--- config.mk ---
export PLATFORM = sky130hd
export DESIGN_NAME = rtc_calendar
export DESIGN_NICKNAME = d
export VERILOG_FILES = /design/src/rtl/rtc_cal_pkg.sv /design/src/rtl/rtc_cal_div.sv /design/src/rtl/rtc_calendar.sv
export SDC_FILE = /design/constraint.sdc
export NUM_CORES = 1
export LEC_CHECK = 0
export ABC_AREA = 1
export BUFFER_PORTS_ARGS = -buffer_cell sky130_fd_sc_hd__buf_2
export CORE_ASPECT_RATIO = 1.25
export CORE_MARGIN = 1.5
export CORE_UTILIZATION = 40
export DETAILED_ROUTE_END_ITERATION = 8
export PLACE_DENSITY = 0.58
export RECOVER_POWER = 100
export SYNTH_ARGS = -nofsm -noshare
export SYNTH_HDL_FRONTEND = slang
export SYNTH_SLANG_ARGS = --single-unit
--- constraint.sdc ---
create_clock -name clk_i -period 7 [get_ports clk_i]
set_clock_uncertainty 0.2 [all_clocks]
set_input_delay 0.7 -clock clk_i [delete_from_list [all_inputs] [get_ports clk_i]]
set_output_delay 0.7 -clock clk_i [all_outputs]
set_load 0.02 [all_outputs]
--- src/rtl/rtc_cal_pkg.sv ---
// rtl/rtc_cal_pkg.sv - shared FSM states, time constants and month-length helpers for rtc_calendar
// RTC_CALENDAR_BCD_EN adds the BCD state and the shift-add-3 step function.
package rtc_cal_pkg;

    typedef enum logic [3:0] {
        ST_IDLE,
        ST_DDAY,
        ST_DHR,
        ST_DMIN,
        ST_DWK,
        ST_YEAR,
        ST_MONTH,
`ifdef RTC_CALENDAR_BCD_EN
        ST_BCD,
`endif
        ST_DONE
    } cal_state_t;

    localparam logic [31:0] SEC_PER_DAY   = 32'd86400;
    localparam logic [31:0] SEC_PER_HOUR  = 32'd3600;
    localparam logic [31:0] SEC_PER_MIN   = 32'd60;
    localparam logic [31:0] DAYS_PER_WEEK = 32'd7;

    function automatic logic [4:0] month_days(input logic [7:0] month);
        case (month)
            8'd2:                      return 5'd28;
            8'd4, 8'd6, 8'd9, 8'd11:   return 5'd30;
            default:                   return 5'd31;
        endcase
    endfunction

    function automatic logic [4:0] month_len(input logic [7:0] month, input logic leap);
        return month_days(month) + {4'd0, (leap && (month == 8'd2))};
    endfunction

`ifdef RTC_CALENDAR_BCD_EN
    // One double-dabble step on {bcd[15:0], bin[11:0]}: add 3 to digits >= 5, then shift.
    function automatic logic [27:0] dd_step(input logic [27:0] sr);
        logic [27:0] t;
        t = sr;
        for (int i = 0; i < 4; i++) begin
            if (t[12 + 4*i +: 4] >= 4'd5)
                t[12 + 4*i +: 4] = t[12 + 4*i +: 4] + 4'd3;
        end
        return {t[26:0], 1'b0};
    endfunction
`endif

endpackage

--- src/rtl/rtc_cal_div.sv ---
// rtl/rtc_cal_div.sv - sequential 32/32 restoring divider, one start cycle plus 32 iterations
// Result ports carry only the bits the calendar needs: quotients fit 16 bits, remainders 17 bits.
module rtc_cal_div (
    input  logic        clk_i,
    input  logic        rst_n_i,
    input  logic        start_i,
    input  logic [31:0] dividend_i,
    input  logic [31:0] divisor_i,
    output logic        busy_o,
    output logic        done_o,
    output logic [15:0] quotient_o,
    output logic [16:0] remainder_o
);
    logic [31:0] quo_q, rem_q, quo_n, rem_n;
    logic [5:0]  cnt_q;
    logic        busy_q;
    logic [32:0] rem_sh, diff;

    // Results are the combinational outcome of the final iteration, valid while done_o is high.
    always_comb begin
        rem_sh = {rem_q, quo_q[31]};
        diff   = rem_sh - {1'b0, divisor_i};
        if (diff[32]) begin
            rem_n = rem_sh[31:0];
            quo_n = {quo_q[30:0], 1'b0};
        end else begin
            rem_n = diff[31:0];
            quo_n = {quo_q[30:0], 1'b1};
        end
        busy_o      = busy_q;
        done_o      = busy_q && (cnt_q == 6'd1);
        quotient_o  = quo_n[15:0];
        remainder_o = rem_n[16:0];
    end

    always_ff @(posedge clk_i or negedge rst_n_i) begin
        if (!rst_n_i) begin
            quo_q  <= '0;
            rem_q  <= '0;
            cnt_q  <= '0;
            busy_q <= 1'b0;
        end else if (start_i && !busy_q) begin
            quo_q  <= dividend_i;
            rem_q  <= '0;
            cnt_q  <= 6'd32;
            busy_q <= 1'b1;
        end else if (busy_q) begin
            quo_q <= quo_n;
            rem_q <= rem_n;
            cnt_q <= cnt_q - 6'd1;
            if (cnt_q == 6'd1)
                busy_q <= 1'b0;
        end
    end
endmodule

--- src/rtl/rtc_calendar.sv ---
// rtl/rtc_calendar.sv - iterative epoch-seconds to calendar converter with valid/ready handshakes
// RTC_CALENDAR_BCD_EN selects packed-BCD field outputs (wday stays binary).
module rtc_calendar
    import rtc_cal_pkg::*;
#(
    parameter int BASE_YEAR = 1970,
    parameter int BASE_WDAY = 4,
    parameter int CNT_WIDTH = 32
) (
    input  logic                 clk_i,
    input  logic                 rst_n_i,
    input  logic                 req_valid_i,
    output logic                 req_ready_o,
    input  logic [CNT_WIDTH-1:0] cnt_i,
    output logic                 res_valid_o,
    input  logic                 res_ready_i,
    output logic [7:0]           sec_o,
    output logic [7:0]           min_o,
    output logic [7:0]           hour_o,
    output logic [7:0]           day_o,
    output logic [7:0]           month_o,
    output logic [15:0]          year_o,
    output logic [2:0]           wday_o,
    output logic                 busy_o
);
    localparam logic [1:0] Y4_INIT   = 2'(BASE_YEAR % 4);
    localparam logic [6:0] Y100_INIT = 7'(BASE_YEAR % 100);
    localparam logic [8:0] Y400_INIT = 9'(BASE_YEAR % 400);
    localparam logic [2:0] WDAY_BASE = 3'(BASE_WDAY);

    cal_state_t  state_q, state_d;
    logic [31:0] cnt_q;
    logic [15:0] days_q, year_q;
    logic [16:0] rem_q;
    logic [7:0]  sec_q, min_q, hour_q, day_q, month_q;
    logic [2:0]  wday_q, wday_n;
    logic [1:0]  y4_q;
    logic [6:0]  y100_q;
    logic [8:0]  y400_q;
    logic        leap, year_step, month_step, div_state;
    logic [8:0]  ylen;
    logic [4:0]  mlen;
    logic [3:0]  wsum, wsum_adj;
    logic [31:0] div_dividend, div_divisor;
    logic        div_busy, div_done;
    logic [15:0] div_quo;
    logic [16:0] div_rem;
`ifdef RTC_CALENDAR_BCD_EN
    logic [27:0] bcd_sr_q [6];
    logic [27:0] bcd_nxt [6];
    logic [3:0]  bcd_cnt_q;
`endif

    rtc_cal_div u_div (
        .clk_i       (clk_i),
        .rst_n_i     (rst_n_i),
        .start_i     (div_state && !div_busy),
        .dividend_i  (div_dividend),
        .divisor_i   (div_divisor),
        .busy_o      (div_busy),
        .done_o      (div_done),
        .quotient_o  (div_quo),
        .remainder_o (div_rem)
    );

    always_comb begin
        leap       = (y4_q == 2'd0) && ((y100_q != 7'd0) || (y400_q == 9'd0));
        ylen       = leap ? 9'd366 : 9'd365;
        mlen       = month_len(month_q, leap);
        year_step  = days_q >= {7'd0, ylen};
        month_step = days_q >= {11'd0, mlen};
        wsum       = {1'b0, div_rem[2:0]} + {1'b0, WDAY_BASE};
        wsum_adj   = wsum - 4'd7;
        wday_n     = (wsum >= 4'd7) ? wsum_adj[2:0] : wsum[2:0];
        div_state  = 1'b1;
        div_divisor  = SEC_PER_DAY;
        div_dividend = cnt_q;
        case (state_q)
            ST_DDAY: ;
            ST_DHR:  begin div_divisor = SEC_PER_HOUR;  div_dividend = {15'd0, rem_q};  end
            ST_DMIN: begin div_divisor = SEC_PER_MIN;   div_dividend = {15'd0, rem_q};  end
            ST_DWK:  begin div_divisor = DAYS_PER_WEEK; div_dividend = {16'd0, days_q}; end
            default: div_state = 1'b0;
        endcase
    end

    always_ff @(posedge clk_i or negedge rst_n_i) begin
        if (!rst_n_i) state_q <= ST_IDLE;
        else          state_q <= state_d;
    end

    always_comb begin
        state_d = state_q;
        case (state_q)
            ST_IDLE:  if (req_valid_i) state_d = ST_DDAY;
            ST_DDAY:  if (div_done) state_d = ST_DHR;
            ST_DHR:   if (div_done) state_d = ST_DMIN;
            ST_DMIN:  if (div_done) state_d = ST_DWK;
            ST_DWK:   if (div_done) state_d = ST_YEAR;
            ST_YEAR:  if (!year_step) state_d = ST_MONTH;
`ifdef RTC_CALENDAR_BCD_EN
            ST_MONTH: if (!month_step) state_d = ST_BCD;
            ST_BCD:   if (bcd_cnt_q == 4'd11) state_d = ST_DONE;
`else
            ST_MONTH: if (!month_step) state_d = ST_DONE;
`endif
            ST_DONE:  if (res_ready_i) state_d = ST_IDLE;
            default:  state_d = ST_IDLE;
        endcase
    end

    always_comb begin
        req_ready_o = (state_q == ST_IDLE);
        res_valid_o = (state_q == ST_DONE);
        busy_o      = (state_q != ST_IDLE);
        sec_o   = sec_q;
        min_o   = min_q;
        hour_o  = hour_q;
        day_o   = day_q;
        month_o = month_q;
        year_o  = year_q;
        wday_o  = wday_q;
    end

    always_ff @(posedge clk_i or negedge rst_n_i) begin
        if (!rst_n_i) begin
            cnt_q   <= '0;
            days_q  <= '0;
            rem_q   <= '0;
            sec_q   <= '0;
            min_q   <= '0;
            hour_q  <= '0;
            day_q   <= '0;
            month_q <= '0;
            year_q  <= '0;
            wday_q  <= '0;
            y4_q    <= '0;
            y100_q  <= '0;
            y400_q  <= '0;
        end else begin
            case (state_q)
                ST_IDLE: if (req_valid_i) begin
                    cnt_q   <= 32'(cnt_i);
                    year_q  <= 16'(BASE_YEAR);
                    month_q <= 8'd1;
                    y4_q    <= Y4_INIT;
                    y100_q  <= Y100_INIT;
                    y400_q  <= Y400_INIT;
                end
                ST_DDAY: if (div_done) begin
                    days_q <= div_quo;
                    rem_q  <= div_rem;
                end
                ST_DHR: if (div_done) begin
                    hour_q <= {3'd0, div_quo[4:0]};
                    rem_q  <= div_rem;
                end
                ST_DMIN: if (div_done) begin
                    min_q <= {2'd0, div_quo[5:0]};
                    sec_q <= {2'd0, div_rem[5:0]};
                end
                ST_DWK: if (div_done) wday_q <= wday_n;
                ST_YEAR: if (year_step) begin
                    days_q <= days_q - {7'd0, ylen};
                    year_q <= year_q + 16'd1;
                    y4_q   <= y4_q + 2'd1;
                    y100_q <= (y100_q == 7'd99)  ? 7'd0 : y100_q + 7'd1;
                    y400_q <= (y400_q == 9'd399) ? 9'd0 : y400_q + 9'd1;
                end
                ST_MONTH: begin
                    if (month_step) begin
                        days_q  <= days_q - {11'd0, mlen};
                        month_q <= month_q + 8'd1;
                    end else begin
                        day_q <= {3'd0, days_q[4:0] + 5'd1};
                    end
                end
`ifdef RTC_CALENDAR_BCD_EN
                ST_BCD: if (bcd_cnt_q == 4'd11) begin
                    sec_q   <= bcd_nxt[0][19:12];
                    min_q   <= bcd_nxt[1][19:12];
                    hour_q  <= bcd_nxt[2][19:12];
                    day_q   <= bcd_nxt[3][19:12];
                    month_q <= bcd_nxt[4][19:12];
                    year_q  <= bcd_nxt[5][27:12];
                end
`endif
                default: ;
            endcase
        end
    end

`ifdef RTC_CALENDAR_BCD_EN
    always_comb begin
        for (int i = 0; i < 6; i++)
            bcd_nxt[i] = dd_step(bcd_sr_q[i]);
    end

    // Day is loaded from days_q+1 since day_q is written on the same edge.
    always_ff @(posedge clk_i or negedge rst_n_i) begin
        if (!rst_n_i) begin
            for (int i = 0; i < 6; i++) bcd_sr_q[i] <= '0;
            bcd_cnt_q <= '0;
        end else if (state_q == ST_MONTH && !month_step) begin
            bcd_sr_q[0] <= {20'd0, sec_q};
            bcd_sr_q[1] <= {20'd0, min_q};
            bcd_sr_q[2] <= {20'd0, hour_q};
            bcd_sr_q[3] <= {23'd0, days_q[4:0] + 5'd1};
            bcd_sr_q[4] <= {20'd0, month_q};
            bcd_sr_q[5] <= {16'd0, year_q[11:0]};
            bcd_cnt_q   <= '0;
        end else if (state_q == ST_BCD) begin
            for (int i = 0; i < 6; i++) bcd_sr_q[i] <= bcd_nxt[i];
            bcd_cnt_q <= bcd_cnt_q + 4'd1;
        end
    end
`endif
endmodule
==> flow_summary.json <==
{
  "ir_worst_vdd_mv": 0.301,
  "synth_commonest_cells": "531 x nand2_1, 206 x dfrtp_1, 177 x inv_1",
  "worst_setup_path_end_kind": "register",
  "cts_tree": "done",
  "path_cells": "clkbuf_1 -> inv_1 -> clkbuf_1 -> nand2_1 -> clkbuf_1 -> inv_1 -> nand2_1 -> inv_1 -> a221oi_1 -> a21oi_1",
  "relSlewSlack_pct": -179,
  "drc_errors": 0,
  "synth_warnings": 0,
  "critPathMaxStageDelay_ns": 1.33,
  "netlist_top_cells_area": "dfrtp_1 42%, nand2_1 16%, inv_1 5.4%, o21ai_0 4.1%, ha_1 3.7%",
  "max-clock-path-buffers": 3,
  "layout-drive-gt1-share_pct": 7.57,
  "status": "finished with violations",
  "grt_first_pass_wirelength_mm": 58.0,
  "grt_overflow_total": 0,
  "netlist.top_cell.by_area": "dfrtp_1",
  "place.gp.congestion": 0.931,
  "track_usage_pct": 22.9,
  "row_count": 71,
  "cp_top_family": "buffers and inverters",
  "vias_per_cell": 5.20,
  "cts.htree.levels": 1,
  "synth_area_um2": 12400,
  "crit_type": "reg2reg",
  "layout.nets": 1815,
  "synth_seq_cells": 206,
  "clk_latency_ns": 0.55,
  "die_w_um": 160,
  "violations": "max-capacitance violations, max-slew violations",
  "drtPass1Iterations": 5,
  "hold_viol": 0,
  "start_util_pct": 40.9,
  "io_buffers": 87,
  "num_vias": 11237,
  "swShare_pct": 48.0,
  "rsz0062_at_grt": "no",
  "core_area_um2": 30300,
  "ant_nets": 0,
  "pwr-share-clk_pct": 20.3,
  "clock-root-buffer": "clkbuf_16",
  "first_global_vias": 10728,
  "cp-start-kind": "register",
  "hold-worst-slack_ns": 0.152,
  "period_share_pct": 84.7,
  "drt-initial-drc-count": 677,
  "synth_cell_types": 54,
  "die_y_um": 200,
  "diodes": 0,
  "worst_pin_slew_ns": 4.19,
  "cpMaxStageDelayCell": "clkbuf_1",
  "critPathRequiredTime_ns": 7.20,
  "p_comb_share_pct": 49.0,
  "worst_ep_arrival_time_ns": 6.14,
  "grt_max_degree": 76,
  "ctsResizeCount": 0,
  "clock_sinks": 206,
  "maxSlewViolCount": 149,
  "synth.avg_cell_area_um2": 7.40,
  "p_leak_nw": 6.67,
  "cts_buffers": 25,
  "floorplan.io_pins": 98,
  "synth_top_area_share_pct": 41.6,
  "final_util_pct": 45.7,
  "cp_max_fo": 29,
  "drt_wl_total_mm": 36.7,
  "pwr-share-seq_pct": 30.7,
  "fin_tns_setup_ns": 0,
  "clk_pin_slew_ns": 0.07,
  "antenna_found_initial": 0,
  "p_sw_mw": 3.41,
  "synth_edf_count": 0,
  "async_reset_ff_share_pct": 100,
  "area_delta_synth_final_pct": 11.7,
  "syn-instance-count": 1675,
  "dp_hpwl_mm": 26.9,
  "max_freq_mhz": 169,
  "synth_seq_area_share_pct": 41.6,
  "cap_violations": 4,
  "wl_per_cell_um": 17.0,
  "fin_crit_ns": 5.93,
  "hold_path_class": "in2reg",
  "powerDensity_nw_per_um2": 513,
  "die_area_um2": 32100,
  "setup_viol": 0,
  "ys.flop_type": "dfrtp_1",
  "yosysMostFrequentCell": "nand2_1",
  "fillerInstances": 3091,
  "path_buf_inv": 6,
  "p_int_mw": 3.69
}
-- stage by stage --
stage / total power, mW / worst slack, ns / instances / instance area, µm²
after global placement: 5.74 / 2.05 / 2112 / 13100
after CTS: 7.25 / 1.83 / 2159 / 14000
after detailed placement: 5.78 / 1.86 / 2112 / 13100
after floorplan: 4.73 / 3.43 / 1684 / 12400
final: 7.10 / 1.07 / 2159 / 13900
after global routing: 7.72 / 0.764 / 2159 / 13900
-- state kept, by name, summed over array words and instances (netlist names) --
signal,count
cnt_q,32
day_o,5
days_q,16
hour_o,5
min_o,6
month_o,8
rem_q,17
sec_o,6
state_q,3
u_div.busy_o,1
u_div.cnt_q,6
u_div.quo_q,32
u_div.rem_q,32
wday_o,3
y100_q,7
y400_q,9
y4_q,2
year_o,16
-- layer usage --
metal | GRT usage (%) | vias to the layer above | wire [µm]
li1 | - | 5619 | -
met1 | 27.4 | 5299 | 15100
met2 | 42.5 | 255 | 19100
met3 | 2.07 | 64 | 1280
met4 | 9.31 | 0 | 1210
met5 | 0 | - | 0
-- power groups by stage --
| stage | Combinational (mW) | Clock, mW | Sequential [mW] |
|---|---|---|---|
| finish | 3.48 | 1.44 | 2.18 |
| CTS | 3.60 | 1.47 | 2.18 |
| floorplan | 2.61 | 0 | 2.12 |
| detailed placement | 3.58 | 0 | 2.19 |
| global route | 3.96 | 1.52 | 2.24 |
| global placement | 3.55 | 0 | 2.19 |
-- cell usage in the layout, fill, tap and decap left out, types with 5 or more instances in the layout --
cell type and instances:
a221oi_1 7, o221ai_1 20, nand2_2 7, buf_4 5, o22ai_1 8, o21ai_0 148
inv_2 11, o31ai_1 7, xor2_1 21, o211ai_1 9, xnor2_1 10, clkbuf_1 58
clkbuf_16 25, bufinv_16 5, inv_1 185, dfrtp_1 206, nand4_1 34, nand2_1 537
o21ai_1 32, buf_2 34, nand3_1 90, nor2_1 108, ha_1 37, nor3_1 20
a31oi_1 5, conb_1 10, nor4_1 5, a21oi_1 47
-- area by class of cell --
cell class / count / area (µm²) / share of cell area, %
Multi-Input combinational cell: 1212 / 6110 / 44.1
Sequential cell: 206 / 5150 / 37.2
Inverter: 197 / 739 / 5.34
Clock buffer: 28 / 657 / 4.74
Tap cell: 401 / 502 / 3.62
Timing Repair Buffer: 97 / 432 / 3.12
Clock inverter: 18 / 260 / 1.88
-- kinds of logic after synthesis --
kind of cell	count (synthesis)	synth area share [%]
AO/OA/AOI/OAI	301	14.1
other	1	0.0302
buffers and inverters	266	9.03
XOR/XNOR	31	2.19
adder cells (fa/ha/maj)	40	4.22
multiplexers	3	0.272
flip-flops	206	41.6
AND/OR/NAND/NOR	827	28.6
-- tightest hold or removal path, cell delays in order --
cell	delay [ns]
buf_2	0.07
nand2_1	0.04
nand2_1	0.05
-- what timing repair did --
action / CTS / global route
hold endpoints to repair: 73 / 0
hold buffers: 1 / 0
buffers inserted: 0 / 0
endpoints found under the setup margin: 0 / 0
-- final timing paths --
kind                       slack (ns)  cells past startpoint    startpoint              end
max in group asynchronous        2.03                      3       rst_n_i        cnt_q[17]
max reg2reg                      1.07                     10  u_div.busy_o  u_div.quo_q[24]
min                              0.15                      3     cnt_i[29]        cnt_q[29]
max                              1.07                     10  u_div.busy_o  u_div.quo_q[24]
min in group asynchronous        1.99                      2       rst_n_i        days_q[1]
min reg2reg                      0.27                      2     cnt_q[29]        cnt_q[29]
Power figures use the tool's default switching activity.
